==> config.mk <==
export PLATFORM = sky130hd
export DESIGN_NAME = lsu_mem_stage
export DESIGN_NICKNAME = d
export VERILOG_FILES = /design/src/rtl/lsu_mem_stage.sv
export SDC_FILE = /design/constraint.sdc
export NUM_CORES = 1
export LEC_CHECK = 0
export CORE_UTILIZATION = 35
export DETAILED_ROUTE_END_ITERATION = 8
export PLACE_DENSITY = 0.62
export SLEW_MARGIN = 20
export SYNTH_ARGS = -nofsm -noshare
export SYNTH_HDL_FRONTEND = slang
export SYNTH_SLANG_ARGS = --single-unit
==> constraint.sdc <==
create_clock -name clk -period 3.1 [get_ports clk]
set_clock_uncertainty 0.05 [all_clocks]
set_input_delay 0.31 -clock clk [delete_from_list [all_inputs] [get_ports clk]]
set_output_delay 0.31 -clock clk [all_outputs]
set_load 0.01 [all_outputs]
==> src/rtl/lsu_mem_stage.sv <==
// lsu_mem_stage: memory stage issuing loads/stores to a single-port bus and producing one writeback per request.
// Optional feature macro: LSU_MISALIGN_TRAP_EN (misaligned halfword/word accesses trap instead of issuing a bus request).
module lsu_mem_stage #(
   parameter int ADDR_W = 32
) (
   input  logic              clk,
   input  logic              rst,
   input  logic              req_valid,
   output logic              req_ready,
   input  logic              is_load,
   input  logic              is_store,
   input  logic [2:0]        funct3,
   input  logic [31:0]       alu_result,
   input  logic [31:0]       store_data,
   input  logic [4:0]        rd,
   output logic              mem_req,
   output logic              mem_we,
   output logic [ADDR_W-1:0] mem_addr,
   output logic [3:0]        mem_wstrb,
   output logic [31:0]       mem_wdata,
   input  logic              mem_ack,
   input  logic [31:0]       mem_rdata,
   output logic              wb_valid,
   output logic              wb_we,
   output logic [4:0]        wb_rd,
   output logic [31:0]       wb_data,
   output logic              wb_err
);
   localparam logic [1:0] IDLE = 2'd0;
   localparam logic [1:0] REQ  = 2'd1;
   localparam logic [1:0] DONE = 2'd2;

   logic [1:0]  state;
   logic        ld_q;
   logic [2:0]  f3_q;
   logic [1:0]  a_q;
   logic [1:0]  a;
   logic        mem_op;
   logic        sz_b;
   logic        sz_h;
   logic        misalign;
   logic [3:0]  strb;
   logic [31:0] wdata;
   logic [7:0]  byte_v;
   logic [15:0] half_v;
   logic [31:0] ld_val;

   assign req_ready = (state == IDLE) && !rst;

   // Decode the incoming access size, store lanes and the load value from the bus.
   always_comb begin
      a      = alu_result[1:0];
      mem_op = is_load | is_store;
      sz_b   = (funct3[1:0] == 2'b00) && (is_load || !funct3[2]);
      sz_h   = (funct3[1:0] == 2'b01) && (is_load || !funct3[2]);
`ifdef LSU_MISALIGN_TRAP_EN
      misalign = mem_op && ((sz_h && a[0]) || (!sz_b && !sz_h && a != 2'b00));
`else
      misalign = 1'b0;
`endif
      strb   = sz_b ? 4'b0001 << a : sz_h ? 4'b0011 << {a[1], 1'b0} : 4'b1111;
      wdata  = sz_b ? {4{store_data[7:0]}} : sz_h ? {2{store_data[15:0]}} : store_data;
      byte_v = mem_rdata[{a_q, 3'b000} +: 8];
      half_v = mem_rdata[{a_q[1], 4'b0000} +: 16];
      ld_val = f3_q == 3'b000 ? {{24{byte_v[7]}}, byte_v} :
               f3_q == 3'b100 ? {24'b0, byte_v} :
               f3_q == 3'b001 ? {{16{half_v[15]}}, half_v} :
               f3_q == 3'b101 ? {16'b0, half_v} : mem_rdata;
   end

   // Request acceptance, bus transaction tracking and writeback generation.
   always_ff @(posedge clk) begin
      if (rst) begin
         state     <= IDLE;
         ld_q      <= 1'b0;
         f3_q      <= 3'b0;
         a_q       <= 2'b0;
         mem_req   <= 1'b0;
         mem_we    <= 1'b0;
         mem_addr  <= '0;
         mem_wstrb <= 4'b0;
         mem_wdata <= 32'b0;
         wb_valid  <= 1'b0;
         wb_we     <= 1'b0;
         wb_rd     <= 5'b0;
         wb_data   <= 32'b0;
         wb_err    <= 1'b0;
      end else begin
         wb_valid <= 1'b0;
         wb_we    <= 1'b0;
         wb_err   <= 1'b0;
         if (state == IDLE && req_valid) begin
            wb_rd <= rd;
            if (mem_op && !misalign) begin
               state     <= REQ;
               mem_req   <= 1'b1;
               mem_we    <= !is_load;
               mem_addr  <= {alu_result[ADDR_W-1:2], 2'b00};
               mem_wstrb <= is_load ? 4'b0 : strb;
               mem_wdata <= is_load ? 32'b0 : wdata;
               ld_q      <= is_load;
               f3_q      <= funct3;
               a_q       <= a;
            end else begin
               state    <= DONE;
               wb_valid <= 1'b1;
               wb_we    <= !misalign && rd != 5'd0;
               wb_err   <= misalign;
               wb_data  <= alu_result;
            end
         end else if (state == REQ && mem_ack) begin
            state    <= DONE;
            mem_req  <= 1'b0;
            mem_we   <= 1'b0;
            wb_valid <= 1'b1;
            wb_we    <= ld_q && wb_rd != 5'd0;
            wb_data  <= ld_q ? ld_val : 32'b0;
         end else if (state != REQ) begin
            state <= IDLE;
         end
      end
   end
endmodule

==> results.py <==
metrics = {
    "critical_path": {
        "cp-start-kind": "flop",
        "timing.rr.start": "f3_q[1]",
        "end_kind": "flop",
        "r2r_cells": 5,
        "crit_arrival_ps": 2490,
        "crit_type": "reg -> reg",
        "path_max_fanout": 17,
        "cp-startpoint": "f3_q[1]",
        "critical_path_required_ps": 3380,
    },
    "sta": {
        "final_max_slew_viol_count": 0,
        "setup_tns_ps": 0,
        "grt_setup_unrepaired": "false",
        "period_share_pct": 71.3,
        "setup-violations-final": 0,
        "finalHoldViolations": 0,
        "worst_pin_slew_ps": 929,
        "clock.fmax_mhz": 452,
        "slew_headroom_pct": 38.1,
        "fin_crit_ps": 2210,
        "hold_slack_ps": 401,
    },
    "floorplanning": {
        "initial_core_util_pct": 35.8,
        "row_count": 46,
        "io_pins": 221,
        "die-area_um2": 16800,
        "die_h_um": 130,
        "core-area_um2": 15900,
        "fp.dieW_um": 130,
    },
    "synthesis": {
        "avgSynthCellArea_um2": 8.22,
        "synth_cells": 692,
        "ys_ff_latch": 115,
        "synth_top_family_by_area": "compound AO/OA/AOI/OAI gates",
        "synth_mux_area_share_pct": 4.90,
        "yosysSeqAreaShare_pct": 40.5,
        "synthSimpleGateAreaFrac_pct": 21.8,
        "synth_edf_count": 0,
        "ys_types": 50,
        "yosys_warnings": 0,
        "synth_compound_area_share_pct": 26.7,
        "synth_xor_area_share_pct": 0,
        "synth-adder-area-share_pct": 0,
        "synthesis.area_um2": 5690,
        "ys.flop_type": "dfxtp_1",
        "ys_async_sr_fraction_pct": 0,
    },
    "drt": {
        "vias": 5999,
        "ant_nets": 0,
        "wl_per_cell_um": 17.8,
        "drt_iter0_drc": 325,
        "routed_wl_um": 19700,
        "avgViaCountPerCell": 5.42,
        "drc_errors": 0,
        "first_pass_iters": 5,
    },
    "hold_path": {
        "holdCritPathClass": "reg -> reg",
        "min_from": "mem_wdata[19]",
        "min_path_cells": 2,
    },
    "placement": {
        "numPortBuffers": 217,
        "dp_cells": 1074,
        "gp_congestion": 0.936,
        "place_hpwl_um": 14300,
    },
    "final_layout": {
        "drive_gt1_share_pct": 7.87,
        "syn_to_final_growth_pct": 51.0,
        "mostFrequentLayoutCell": "clkdlybuf4s50_1",
        "antenna_cells": 0,
        "final_cells": 1106,
        "layout.nets": 987,
        "final_cell_mix": "clkdlybuf4s50_1 (215), nand2_1 (138), dfxtp_1 (115)",
    },
    "power_and_ir_drop": {
        "power.leakage_nw": 2.90,
        "ir_drop_mv": 0.350,
        "p_per_area_nw_per_um2": 536,
    },
    "clock_tree": {
        "cts_resized": 0,
        "hold_buffers": 0,
        "htree_levels": 4,
        "clk_pin_slew_ps": 50,
        "cts_sinks": 115,
        "cts_setup_buffers": 0,
        "cts_buffer_depth": 2,
        "worst_skew_pair.late_latency_ps": 420,
        "root_buffer": "clkbuf_16",
        "tritoncts": "yes",
        "cts_buffers": 17,
    },
    "global_routing": {
        "globalRouteMet3Util_pct": 8.42,
        "grt_pass1_wl_um": 30200,
        "grt_usage_pct": 23.5,
        "grt.busiest_layer": "met2",
        "met1_usage_pct": 29.0,
        "overflow": 0,
        "antenna_found_initial": 0,
        "met2_usage_pct": 38.6,
        "grt_max_degree": 61,
        "grt_pass1_vias": 5694,
    },
    "status": {
        "status": "finished, final reports clean",
    },
    "run": {
        "drv_cap": 0,
    },
}
cell families after synthesis:
family / Yosys count
muxes: 19
other: 1
DFF: 115
buffers and inverters: 73
and+or+nand+nor: 264
AOI/OAI and AO/OA: 220
per-stage QoR:
stage | instance area, µm² | total power [mW] | utilization, % | setup WS, ps
2_1_floorplan | 5700 | 2.11 | - | 1280
3_3_place_gp | 7970 | 2.55 | 50.2 | 681
3_5_place_dp | 7970 | 2.56 | 50.2 | 652
4_1_cts | 8590 | 4.65 | 54.1 | 916
5_1_grt | 8590 | 4.79 | 54.1 | 696
6_report | 8590 | 4.60 | 54.1 | 889
critical path, cell delays in order, from the launching register on:
cell and delay (ps):
dfxtp_1 620, clkinv_1 570, o21ai_1 220, buf_4 250, a32oi_1 140, a211oi_1 280
registers in the layout, summed over array words and instances (netlist names):
| name | flops |
|---|---|
| a_q | 2 |
| mem_wdata | 32 |
| wb_valid | 1 |
| mem_we | 1 |
| mem_req | 1 |
| f3_q | 3 |
| wb_we | 1 |
| wb_data | 32 |
| mem_addr | 30 |
| state | 2 |
| mem_wstrb | 4 |
| wb_rd | 5 |
| ld_q | 1 |
synthesized netlist by cell type (9+ instances only):
library cell / count / area share, %
nor3_1: 12 / 1.1
nand3b_1: 9 / 1.2
a2111o_1: 9 / 1.8
nand2_1: 138 / 9.1
a21oi_1: 80 / 7.0
mux2i_1: 11 / 1.9
a32oi_1: 16 / 2.5
nor3b_1: 9 / 1.2
dfxtp_1: 115 / 40
nand2b_1: 21 / 2.3
o21ai_0: 22 / 1.9
clkbuf_1: 44 / 2.9
o21a_1: 16 / 2.1
a311oi_1: 15 / 2.3
a211oi_1: 16 / 2.1
nor2_1: 51 / 3.4
per-layer routing:
metal / wire length [µm] / share of wire [%]
met4: 267 / 1.4
met5: 0 / 0
met2: 9240 / 47
met1: 8320 / 42
met3: 1910 / 9.7
final timing paths:
| path | to | slack [ps] |
|---|---|---|
| max | wb_data[19] | 890 |
| min reg2reg | mem_wdata[19] | 400 |
| max reg2reg | wb_data[19] | 890 |
| min | mem_wdata[19] | 400 |
area by class of cell:
cell class,count,area (µm²)
Clock buffer,22,464
Clock inverter,10,155
Fill cell,1466,7290
Inverter,1,3.75
Multi-Input combinational cell,506,3080
Sequential cell,115,2300
Tap cell,216,270
Timing Repair Buffer,236,2320
power breakdown:
group	total [mW]	internal, mW	switching (mW)	leakage, nW
Combinational	0.895	0.451	0.444	1.66
Sequential	1.64	1.57	0.0651	0.940
Clock	2.07	1.38	0.688	0.300
Power figures use the tool's default switching activity.
